File: config.mk
export PLATFORM = sky130hd
export DESIGN_NAME = counter_4b_ctrl_flat
export DESIGN_NICKNAME = d
export VERILOG_FILES = /design/src/rtl/counter_4b_ctrl_pkg.sv /design/src/rtl/counter_4b_ctrl_if.sv /design/src/rtl/counter_4b_ctrl_tick_gen.sv /design/src/rtl/counter_4b_ctrl.sv /design/src/flat_wrapper.sv
export SDC_FILE = /design/constraint.sdc
export NUM_CORES = 1
export LEC_CHECK = 0
export ABC_AREA = 1
export BUFFER_PORTS_ARGS = -buffer_cell sky130_fd_sc_hd__buf_2
export CAP_MARGIN = 0
export CORE_MARGIN = 8
export CORE_UTILIZATION = 45
export CTS_CLUSTER_SIZE = 16
export DETAILED_ROUTE_END_ITERATION = 10
export PLACE_DENSITY = 0.73
export SLEW_MARGIN = 20
export SYNTH_ARGS = -nofsm -noshare
export SYNTH_HDL_FRONTEND = slang
export SYNTH_SLANG_ARGS = --single-unit
File: constraint.sdc
create_clock -name CLK -period 2.2 [get_ports CLK]
set_clock_uncertainty 0.2 [all_clocks]
set_input_delay 0.11 -clock CLK [delete_from_list [all_inputs] [get_ports CLK]]
set_output_delay 0.11 -clock CLK [all_outputs]
set_load 0.005 [all_outputs]
File: src/rtl/counter_4b_ctrl_pkg.sv
// counter_ctrl_pkg: shared state type, default widths and saturating increment for the counter controller
package counter_ctrl_pkg;
  typedef enum logic [1:0] {IDLE, LOAD, RUN} state_t;
  localparam int DEF_CNT_W = 4;
  localparam int DEF_PSC_W = 8;
  localparam int DEF_EXP_W = 8;
  function automatic logic [31:0] sat_inc(input logic [31:0] v, input int w);
    return v == (32'd1 << w) - 32'd1 ? v : v + 32'd1;
  endfunction
endpackage

File: src/rtl/counter_4b_ctrl_if.sv
// counter_4b_ctrl_if: command inputs and counter-side signals of the timer controller
interface counter_4b_ctrl_if import counter_ctrl_pkg::*; #(
  parameter int CNT_W = DEF_CNT_W,
  parameter int PSC_W = DEF_PSC_W,
  parameter int EXP_W = DEF_EXP_W
);
  logic START, STOP, HOLD, AUTO_RELOAD, DIR, CO_IN;
  logic [CNT_W-1:0] PRESET;
  logic [PSC_W-1:0] PSC;
  logic M, LD, CE, BUSY, DONE;
  logic [CNT_W-1:0] D;
  logic [EXP_W-1:0] EXP_CNT;
  modport master(
    output START, STOP, HOLD, AUTO_RELOAD, DIR, PRESET, PSC, CO_IN,
    input M, LD, CE, D, BUSY, DONE, EXP_CNT
  );
  modport slave(
    input START, STOP, HOLD, AUTO_RELOAD, DIR, PRESET, PSC, CO_IN,
    output M, LD, CE, D, BUSY, DONE, EXP_CNT
  );
endinterface

File: src/rtl/counter_4b_ctrl_tick_gen.sv
// tick_gen: prescaler producing one tick every div+1 un-held cycles
module tick_gen #(
  parameter int W = 8
) (
  input  logic         clk,
  input  logic         rst,
  input  logic         clr,
  input  logic         hold,
  input  logic [W-1:0] div,
  output logic         tick
);
  logic [W-1:0] cnt;
  assign tick = !clr && !hold && cnt == div;
  // prescale count: cleared outside RUN, frozen on hold, wraps on tick
  always_ff @(posedge clk)
    if (rst || clr) cnt <= '0;
    else if (!hold) cnt <= tick ? '0 : cnt + 1'b1;
endmodule

File: src/rtl/counter_4b_ctrl.sv
// counter_4b_ctrl: timer controller driving a 4-bit up/down counter's M/LD/CE/D from its CO
module counter_4b_ctrl import counter_ctrl_pkg::*; #(
  parameter int CNT_W = DEF_CNT_W,
  parameter int PSC_W = DEF_PSC_W,
  parameter int EXP_W = DEF_EXP_W
) (
  input logic CLK,
  input logic RST,
  counter_4b_ctrl_if.slave bus
);
  state_t state;
  logic dir_r, auto_r, done_r, busy_r;
  logic [CNT_W-1:0] preset_r;
  logic [PSC_W-1:0] psc_r;
  logic [EXP_W-1:0] exp_r;
  logic run, cmd, tick, expiry;
  assign run = state == RUN;
  assign cmd = bus.STOP || bus.START;
  assign expiry = run && tick && bus.CO_IN && !cmd;
  tick_gen #(.W(PSC_W)) u_tick (
    .clk(CLK), .rst(RST), .clr(!run || cmd), .hold(bus.HOLD), .div(psc_r), .tick(tick)
  );
  assign bus.LD = !bus.STOP && (state == LOAD || (expiry && auto_r));
  assign bus.CE = run && tick && !bus.CO_IN && !cmd;
  assign bus.M = dir_r;
  assign bus.D = preset_r;
  assign bus.BUSY = busy_r;
  assign bus.DONE = done_r;
  assign bus.EXP_CNT = exp_r;
  // control FSM: STOP beats START beats expiry; config captured only on accepted START
  always_ff @(posedge CLK)
    if (RST) begin
      state <= IDLE;
      dir_r <= 1'b0;
      auto_r <= 1'b0;
      preset_r <= '0;
      psc_r <= '0;
      exp_r <= '0;
      done_r <= 1'b0;
      busy_r <= 1'b0;
    end else begin
      done_r <= expiry;
      if (expiry) exp_r <= EXP_W'(sat_inc(32'(exp_r), EXP_W));
      if (bus.STOP) begin
        state <= IDLE;
        busy_r <= 1'b0;
      end else if (bus.START) begin
        state <= LOAD;
        busy_r <= 1'b1;
        dir_r <= bus.DIR;
        auto_r <= bus.AUTO_RELOAD;
        preset_r <= bus.PRESET;
        psc_r <= bus.PSC;
        exp_r <= '0;
      end else if (state == LOAD) state <= RUN;
      else if (expiry && !auto_r) begin
        state <= IDLE;
        busy_r <= 1'b0;
      end
    end
endmodule

File: src/flat_wrapper.sv
// flat-port wrapper written by rule: the top's interface ports become plain ports
module counter_4b_ctrl_flat import counter_ctrl_pkg::*;
#(
  parameter int CNT_W = DEF_CNT_W,
  parameter int PSC_W = DEF_PSC_W,
  parameter int EXP_W = DEF_EXP_W
)
  (CLK, RST, bus_START, bus_STOP, bus_HOLD, bus_AUTO_RELOAD, bus_DIR, bus_PRESET, bus_PSC, bus_CO_IN, bus_M, bus_LD, bus_CE, bus_D, bus_BUSY, bus_DONE, bus_EXP_CNT);
  counter_4b_ctrl_if #(.CNT_W(CNT_W), .PSC_W(PSC_W), .EXP_W(EXP_W)) bus_i ();
  input logic CLK;
  input logic RST;
  input wire logic [$bits(bus_i.START)-1:0] bus_START;
  input wire logic [$bits(bus_i.STOP)-1:0] bus_STOP;
  input wire logic [$bits(bus_i.HOLD)-1:0] bus_HOLD;
  input wire logic [$bits(bus_i.AUTO_RELOAD)-1:0] bus_AUTO_RELOAD;
  input wire logic [$bits(bus_i.DIR)-1:0] bus_DIR;
  input wire logic [$bits(bus_i.PRESET)-1:0] bus_PRESET;
  input wire logic [$bits(bus_i.PSC)-1:0] bus_PSC;
  input wire logic [$bits(bus_i.CO_IN)-1:0] bus_CO_IN;
  output wire logic [$bits(bus_i.M)-1:0] bus_M;
  output wire logic [$bits(bus_i.LD)-1:0] bus_LD;
  output wire logic [$bits(bus_i.CE)-1:0] bus_CE;
  output wire logic [$bits(bus_i.D)-1:0] bus_D;
  output wire logic [$bits(bus_i.BUSY)-1:0] bus_BUSY;
  output wire logic [$bits(bus_i.DONE)-1:0] bus_DONE;
  output wire logic [$bits(bus_i.EXP_CNT)-1:0] bus_EXP_CNT;
  assign bus_i.START = bus_START;
  assign bus_i.STOP = bus_STOP;
  assign bus_i.HOLD = bus_HOLD;
  assign bus_i.AUTO_RELOAD = bus_AUTO_RELOAD;
  assign bus_i.DIR = bus_DIR;
  assign bus_i.PRESET = bus_PRESET;
  assign bus_i.PSC = bus_PSC;
  assign bus_i.CO_IN = bus_CO_IN;
  assign bus_M = bus_i.M;
  assign bus_LD = bus_i.LD;
  assign bus_CE = bus_i.CE;
  assign bus_D = bus_i.D;
  assign bus_BUSY = bus_i.BUSY;
  assign bus_DONE = bus_i.DONE;
  assign bus_EXP_CNT = bus_i.EXP_CNT;
  counter_4b_ctrl #(.CNT_W(CNT_W), .PSC_W(PSC_W), .EXP_W(EXP_W)) u_core (.CLK(CLK), .RST(RST), .bus(bus_i));
endmodule
* Word-level counts from Yosys, hierarchy flattened
Index checks and enable logic that the tools add are counted.
Word-level totals: register bits 34, output and inout port bits 17
Cells by class: $add $sub $neg 2, eq/ne operators 5, muxes and demuxes 11, bitwise gates (word level) 1, reduce and logical (&&, ||, !) cells 28
Operator list (number):
- 2-to-1 mux 8 bit | 5
- adder 8 x 1 -> 8 bit, second input constant | 2
- logical AND 1 bit | 10
- == test 8 bit | 1
- == test 8 bit, second input constant | 1
- logical NOT 1 bit | 7
- logical OR 1 bit | 4
- 2-to-1 mux 1 bit | 4
- 2-to-1 mux 2 bit | 2
- AND reduction 2 bit | 2
- nonzero test 2 bit | 2
- nonzero test 3 bit | 1
- OR reduction 3 bit | 1
- == test 2 x 1 -> 1 bit, second input constant | 1
- == test 2 bit, second input constant | 1
- != test 2 bit, second input constant | 1
- OR reduction 2 bit | 1
- inverter 1 bit | 1

* Logic depth before layout (Yosys ltp)
Gate-level depths: netlist of the first run.
depth in word-level cells 13, depth in mapped cells 10, mapped depth without buffers 10

* Modules after synthesis
From an unflattened synthesis of the first run, not the netlist that was laid out.
Unflattened totals: cells, all modules 244, area total of the unflattened synthesis 1694.1 um^2
By module, submodules not included:
- counter_4b_ctrl | instances 1, cells each 159, area each 1166.1 um^2, sequential area each 520.5 um^2
- tick_gen | instances 1, cells each 85, area each 528.0 um^2, sequential area each 160.2 um^2

* Worst setup path after synthesis of the first run
OpenSTA, ideal clock, no wires.
path kind reg2reg, start register u_core.exp_r[0] (netlist: u_core.bus.EXP_CNT[0]), end register u_core.exp_r[0] (netlist: u_core.bus.EXP_CNT[0]), data arrival time 1.334 ns, path slack 0.596 ns, stages on the path, launching flop included 10, path buffers 0, period minus slack after synthesis 1.604 ns, path through dfxtp_1 -> ha_1 -> nand2_1 -> nor2_1 -> nand2_1 -> nand2_1 -> nand2_1 -> inv_1 -> nand4_1 -> a21oi_1
On the way: longest elaborated chain between the ends 5, elaborated cells between the ends (all ways) 6
RTL lines:
- start: declaration | line counter_4b_ctrl.sv:15 | logic [EXP_W-1:0] exp_r;
- start signal: assignment | line counter_4b_ctrl.sv:43 | if (expiry) exp_r <= EXP_W'(sat_inc(32'(exp_r), EXP_W));
- adder 8 x 1 -> 8 bit / == test 8 bit (equally long branches) | line counter_4b_ctrl_pkg.sv:8 | return v == (32'd1 << w) - 32'd1 ? v : v + 32'd1;
- 2-to-1 mux 8 bit | line counter_4b_ctrl_pkg.sv:8
- 2-to-1 mux 8 bit (*) | line counter_4b_ctrl.sv:43
- 2-to-1 mux 8 bit | line counter_4b_ctrl.sv:47 | end else if (bus.START) begin
- 2-to-1 mux 8 bit (*) | line counter_4b_ctrl.sv:44 | if (bus.STOP) begin
Every way passes the cells marked *; elsewhere a longest branch is shown, timed or not. A chain may end at the register's enable or synchronous reset.

* Worst setup path after layout of the first run
start input port bus_STOP, end register u_core.psc_r[3]
On the way: longest elaborated chain between the ends 2
RTL lines:
- start: declaration | line flat_wrapper.sv:13 | input wire logic [$bits(bus_i.STOP)-1:0] bus_STOP;
- inverter 1 bit (no line)
- AND reduction 2 bit (no line)
- end signal: assignment | line counter_4b_ctrl.sv:53 | psc_r <= bus.PSC;
- end: declaration | line counter_4b_ctrl.sv:14 | logic [PSC_W-1:0] psc_r;
Every way passes these cells.

==> flow_metrics.env, run 1 <==
export IMPL_synth_top_area_frac=0.381
export IMPL_whs_endpoint="u_core.psc_r[1]$_SDFFE_PP0P_"
export IMPL_core_rowCount=23
export IMPL_max_slew_margin=0.600
export IMPL_dp_hpwl_um=3210
export IMPL_htreeDepth=2
export IMPL_regArea_um2=681
export IMPL_ys_types=29
export IMPL_drt_pass1_iter_count=4
export IMPL_synth_warnings=0
export IMPL_first_iter_violations=47
export IMPL_max_slew_worst_pin_slew_ns=0.597
export IMPL_wl_per_cell_um=11.6
export IMPL_cts_sinks=34
export IMPL_critPathRequiredTime_ns=2.16
export IMPL_synth_cells=260
export IMPL_grt_use_total=0.148
export IMPL_synth_edf_count=0
export IMPL_ant_nets=0
export IMPL_cp_cell_sequence="dlygate4sd3_1 -> buf_2 -> nor2_1 -> inv_1 -> o21ai_0 -> a21oi_1"
export IMPL_max_freq_ghz=0.486
export IMPL_design_power_total_mw=1.24
export IMPL_grt_pass1_wl_um=7580
export IMPL_initial_utilization=0.457
export IMPL_path_clk_slew_ns=0.07
export IMPL_io_buffers=36
export IMPL_die_w_um=79.0
export IMPL_start_kind="input port"
export IMPL_coreArea_um2=3910
export IMPL_status="completed"
export IMPL_cp_slowest_stage_delay_ns=0.53
export IMPL_leakage_nw=1.01
export IMPL_globalRouteOverflowTotal=0
export IMPL_vdd_drop_max_uv=398
export IMPL_timing_rr_start="u_core.bus.EXP_CNT[0]$_SDFF_PP0_"
export IMPL_die_area_um2=6240
export IMPL_synth_largest_area_cell="dfxtp_1"
export IMPL_slew_violations=0
export IMPL_worst_setup_path_end_kind="flop"
export IMPL_hold_viol_final=0
export IMPL_rsz0062_at_grt="true"
export IMPL_antenna_found_initial=0
export IMPL_syn_nets=282
export IMPL_crit_slowest_cell="dlygate4sd3_1"
export IMPL_clockBufferDepth=2
export IMPL_synth_area_um2=1790
export IMPL_setup_viol=0
export IMPL_fill_cells=386
export IMPL_via_per_inst=4.92
export IMPL_diodes=0
export IMPL_hp_class="flop to flop"
export IMPL_route_detailed_drc=0
export IMPL_yosysSeqAreaShare=0.381
export IMPL_period_needed_ns=2.06
export IMPL_syn_to_final_growth_pct=29.6
export IMPL_layout_drive_gt1_share=0.218
export IMPL_drt_total_wl_um=4310
export IMPL_synthFlopType="dfxtp_1"
export IMPL_reg2reg_slack_ns=0.38
export IMPL_via_count=1824
export IMPL_worstSkewPairLatency_ns=0.29
export IMPL_path_max_fanout=20
export IMPL_holdPathStages=2
export IMPL_min_from="u_core.psc_r[1]$_SDFFE_PP0P_"
export IMPL_die_height_um=79.0
export IMPL_drv_cap=0
export IMPL_r2r_cells=9
export IMPL_grt_max_degree=21
export IMPL_cts_buffers_inserted=5
export IMPL_tritoncts="yes"
export IMPL_setup_tns_ns=0
export IMPL_ys_ff_latch=34
export IMPL_place_congestion=0.839
export IMPL_powerDensity_nw_per_um2=536
export IMPL_fin_crit_sh=0.935
export IMPL_cts_root_buffer="clkbuf_8"
export IMPL_yosys_top_cells_area="dfxtp_1, nand2_1, nor2_1"
export IMPL_ys_async_sr_fraction=0
export IMPL_startpoint="bus_STOP"
export IMPL_grt_pass1_vias=1792
export IMPL_ios=37
export IMPL_cp_data_arrival_time_ns=2.02
export IMPL_worstSetupPathType="input port to flop"
export IMPL_final_nets=343
export IMPL_avgSynthCellArea_um2=6.87
export IMPL_multi_input_area_um2=962
export IMPL_worst_r2r_endpoint="u_core.bus.EXP_CNT[0]$_SDFF_PP0_"
==> layer usage <==
layer | track usage | part of all wire | vias to the layer above
met5 | 0 | 0 | -
li1 | - | - | 955
met4 | 0.0593 | 0.018 | 0
met3 | 0.0576 | 0.065 | 8
met1 | 0.163 | 0.43 | 823
met2 | 0.251 | 0.48 | 38
==> critical path, delay by kind of cell <==
kind,cells,cell delay (ns)
simple gates,1,0.48
compound gates,2,0.33
buf+inv,3,1.11
==> cell usage in the layout, fill, tap and decap left out, types with 3 or more instances in the layout <==
cell,count
nand2_2,6
nor3_1,5
a21oi_1,17
xor2_1,6
nor2_4,5
dfxtp_1,34
dlygate4sd3_1,20
buf_2,36
xnor2_1,4
nor2_1,38
inv_2,6
o21ai_0,19
nor2_2,3
nand4_1,9
clkbuf_8,5
nand2_1,48
nand3_1,13
inv_1,30
==> registers in the layout (all words and copies together) (netlist names) <==
| signal | flops |
|---|---|
| u_core.auto_r | 1 |
| u_core.bus.BUSY | 1 |
| u_core.bus.D | 4 |
| u_core.bus.DONE | 1 |
| u_core.bus.EXP_CNT | 8 |
| u_core.bus.M | 1 |
| u_core.psc_r | 8 |
| u_core.state | 2 |
| u_core.u_tick.cnt | 8 |
==> kinds of logic (layout without fill, tap and decap cells) <==
logic type,after synthesis,after routing,synth area share
xor+xnor,10,10,0.0490
buf+inv,40,101,0.0847
fa+ha+maj,2,2,0.0140
flops,34,34,0.381
compound gates,41,41,0.120
simple gates,133,133,0.351
==> area by class of cell <==
cell class / instances / share of cell area
clock buffers: 5 / 0.0297
flip-flops and latches: 34 / 0.294
inverters: 36 / 0.0584
repair buffers: 58 / 0.171
clock inverters: 2 / 0.00432
well taps: 50 / 0.0270
multi-input cells: 186 / 0.416
==> Yosys cell counts (2+ instances only) <==
master and n:
nand2_1 48, nor2_1 39, dfxtp_1 34, inv_1 30, o21ai_0 19, a21oi_1 17
nand3_1 13, nand4_1 9, inv_2 6, nand2_2 6, xor2_1 6, nor3_1 5
nor2_4 4, xnor2_1 4, clkbuf_1 3, nor2_2 3, ha_1 2
==> worst max path at each step <==
stage,endpoint,cells after the start
after floorplan,u_core.bus.EXP_CNT[0]$_SDFF_PP0_,9
after global placement,u_core.bus.EXP_CNT[0]$_SDFF_PP0_,9
after detailed placement,u_core.psc_r[3]$_SDFFE_PP0P_,5
after CTS,bus_CE,10
after global routing,bus_LD,10
final,u_core.psc_r[3]$_SDFFE_PP0P_,6
==> stage by stage <==
stage	cell area, um2	std cells	hold slack, ns	worst slack (ns)	utilization
after floorplan	1790	260	-0.0176	0.596	-
after global placement	2010	342	0.130	0.457	0.514
after detailed placement	2010	342	0.144	0.386	0.514
after CTS	2290	369	0.261	0.0888	0.586
after global routing	2310	371	0.294	-0.0198	0.591
final	2310	371	0.272	0.143	0.591
==> report_power, final <==
group          total, mW  internal, mW  leakage [nW]  switching, mW
sequential         0.645         0.634         0.277         0.0109
combinational      0.159        0.0748         0.686         0.0844
clock              0.436         0.212        0.0438          0.224
total               1.24         0.921          1.01          0.319
==> repair_timing <==
action                     in CTS  in global routing
buffers inserted                0                  2
hold endpoints to repair       25                  0
hold buffers                   20                  0
gates resized for setup         0                  2
setup endpoints to repair       0                  6
Note: power is estimated with default switching activity, not from simulation.
==> inputs of run 2 (changes only) <==
- RECOVER_POWER: default -> 50
==> flow_metrics.env, run 2 (same netlist as run 1, synthesis figures left out) <==
export IMPL_cts_root_buffer="clkbuf_8"
export IMPL_antenna_found_initial=0
export IMPL_fin_util=0.584
export IMPL_hp_class="flop to flop"
export IMPL_io_buffers=36
export IMPL_max_slew_worst_pin_slew_ns=0.589
export IMPL_grt_use_total=0.148
export IMPL_critPathBufInv=4
export IMPL_intPower_uw=919
export IMPL_path_clk_slew_ns=0.07
export IMPL_first_iter_violations=55
export IMPL_cp_cell_sequence="dlygate4sd3_1 -> buf_2 -> inv_2 -> nand2_1 -> nor2_4 -> nand2_1 -> nor2_1 -> nand2_2 -> nor3_1 -> buf_2"
export IMPL_ios=37
export IMPL_syn_to_final_growth_pct=27.9
export IMPL_die_height_um=79.0
export IMPL_die_area_um2=6240
export IMPL_start_kind="input port"
export IMPL_reg2reg_slack_ns=0.37
export IMPL_place_congestion=0.839
export IMPL_layout_drive_gt1_share=0.171
export IMPL_power_share_sequential=0.523
export IMPL_via_per_inst=4.93
export IMPL_coreArea_um2=3910
export IMPL_pwr_share_clk=0.351
export IMPL_tritoncts="yes"
export IMPL_drt_total_wl_um=4290
export IMPL_via_count=1829
export IMPL_dp_hpwl_um=3210
export IMPL_p_sw_uw=315
export IMPL_cts_buffers_inserted=5
export IMPL_max_slew_margin=0.606
export IMPL_layout_common_cells="nand2_1, nor2_1, dfxtp_1"
export IMPL_drv_cap=0
export IMPL_worstSkewPairLatency_ns=0.29
export IMPL_powerDensity_nw_per_um2=540
export IMPL_rsz0062_at_grt="true"
export IMPL_worstSetupPathType="input port to output port"
export IMPL_layout_commonest_cell="nand2_1"
export IMPL_status="completed"
export IMPL_design_power_total_mw=1.23
export IMPL_setup_tns_ns=0
export IMPL_wl_per_cell_um=11.6
export IMPL_diodes=0
export IMPL_period_needed_ns=2.05
export IMPL_path_max_fanout=5
export IMPL_leakage_nw=0.953
export IMPL_r2r_cells=9
export IMPL_vdd_drop_max_uv=398
export IMPL_core_rowCount=23
export IMPL_cp_data_arrival_time_ns=1.74
export IMPL_grt_pass1_vias=1792
export IMPL_slew_violations=0
export IMPL_power_frac_comb=0.126
export IMPL_crit_slowest_cell="dlygate4sd3_1"
export IMPL_cp_slowest_stage_delay_ns=0.53
export IMPL_setup_viol=0
export IMPL_startpoint="bus_START"
export IMPL_die_w_um=79.0
export IMPL_globalRouteOverflowTotal=0
export IMPL_drt_pass1_iter_count=4
export IMPL_switching_share=0.255
export IMPL_worst_setup_path_end_kind="output port"
export IMPL_timing_rr_start="u_core.bus.EXP_CNT[0]$_SDFF_PP0_"
export IMPL_place_ws_ns=0.386
export IMPL_setup_ws_ns=0.149
export IMPL_route_detailed_drc=0
export IMPL_cts_sinks=34
export IMPL_clockBufferDepth=2
export IMPL_endpoint="bus_CE"
export IMPL_initial_utilization=0.457
export IMPL_grt_pass1_wl_um=7580
export IMPL_max_freq_ghz=0.488
export IMPL_critPathRequiredTime_ns=1.89
export IMPL_path_delay_family="buffers and inverters"
export IMPL_hold_slack_ns=0.272
export IMPL_worst_r2r_endpoint="u_core.bus.EXP_CNT[0]$_SDFF_PP0_"
export IMPL_fin_crit_sh=0.932
export IMPL_final_nets=343
export IMPL_grt_max_degree=21
export IMPL_htreeDepth=2
export IMPL_hold_viol_final=0
export IMPL_ant_nets=0
export IMPL_crit_cells=10
-- run 2: per-layer routing --
metal / track usage / share of wire
met5: 0 / 0
met4: 0.0593 / 0.018
met3: 0.0576 / 0.066
met2: 0.251 / 0.48
met1: 0.163 / 0.43
-- run 2: what timing repair did --
| action | 4_1_cts | 5_1_grt |
|---|---|---|
| buffers inserted | 0 | 2 |
| setup endpoints to repair | 0 | 6 |
| hold endpoints to repair | 25 | 0 |
| resized for setup | 0 | 2 |
| hold buffers | 20 | 0 |
-- run 2: area by class of cell --
type / instances / area [um2]
Clock buffer: 5 / 68.8
Clock inverter: 2 / 10.0
Fill cell: 393 / 1630
Inverter: 36 / 135
Multi-Input combinational cell: 186 / 952
Sequential cell: 34 / 681
Tap cell: 50 / 62.6
Timing Repair Buffer: 58 / 377
-- run 2: worst min-delay path, delay by kind of cell (launching register included) --
family                 cells  cell delay [ns]
AOI/OAI and AO/OA          1             0.05
buffers and inverters      1             0.06
DFF                        1             0.31
-- run 2: power groups by stage --
stage | Combinational [mW] | Clock (mW) | Sequential (mW)
global route | 0.178 | 0.462 | 0.648
finish | 0.156 | 0.433 | 0.646
detailed placement | 0.131 | 0 | 0.659
global placement | 0.130 | 0 | 0.659
CTS | 0.159 | 0.442 | 0.645
floorplan | 0.0875 | 0 | 0.658
-- run 2: worst min path at each step --
| stage | to | start | depth (start not counted) |
|---|---|---|---|
| finish | u_core.psc_r[1]$_SDFFE_PP0P_ | u_core.psc_r[1]$_SDFFE_PP0P_ | 2 |
| global route | u_core.psc_r[6]$_SDFFE_PP0P_ | u_core.psc_r[6]$_SDFFE_PP0P_ | 2 |
| CTS | u_core.bus.BUSY$_SDFFE_PP0P_ | u_core.bus.BUSY$_SDFFE_PP0P_ | 2 |
| detailed placement | u_core.bus.M$_SDFFE_PP0P_ | bus_DIR | 3 |
| global placement | u_core.bus.D[3]$_SDFFE_PP0P_ | bus_PRESET[3] | 3 |
| floorplan | u_core.bus.DONE$_SDFF_PP0_ | RST | 1 |
-- run 2: metrics by stage --
| stage | cells | area, um2 |
|---|---|---|
| final | 371 | 2290 |
| after global routing | 371 | 2290 |
| after CTS | 369 | 2290 |
| after detailed placement | 342 | 2010 |
| after global placement | 342 | 2010 |
| after floorplan | 260 | 1790 |
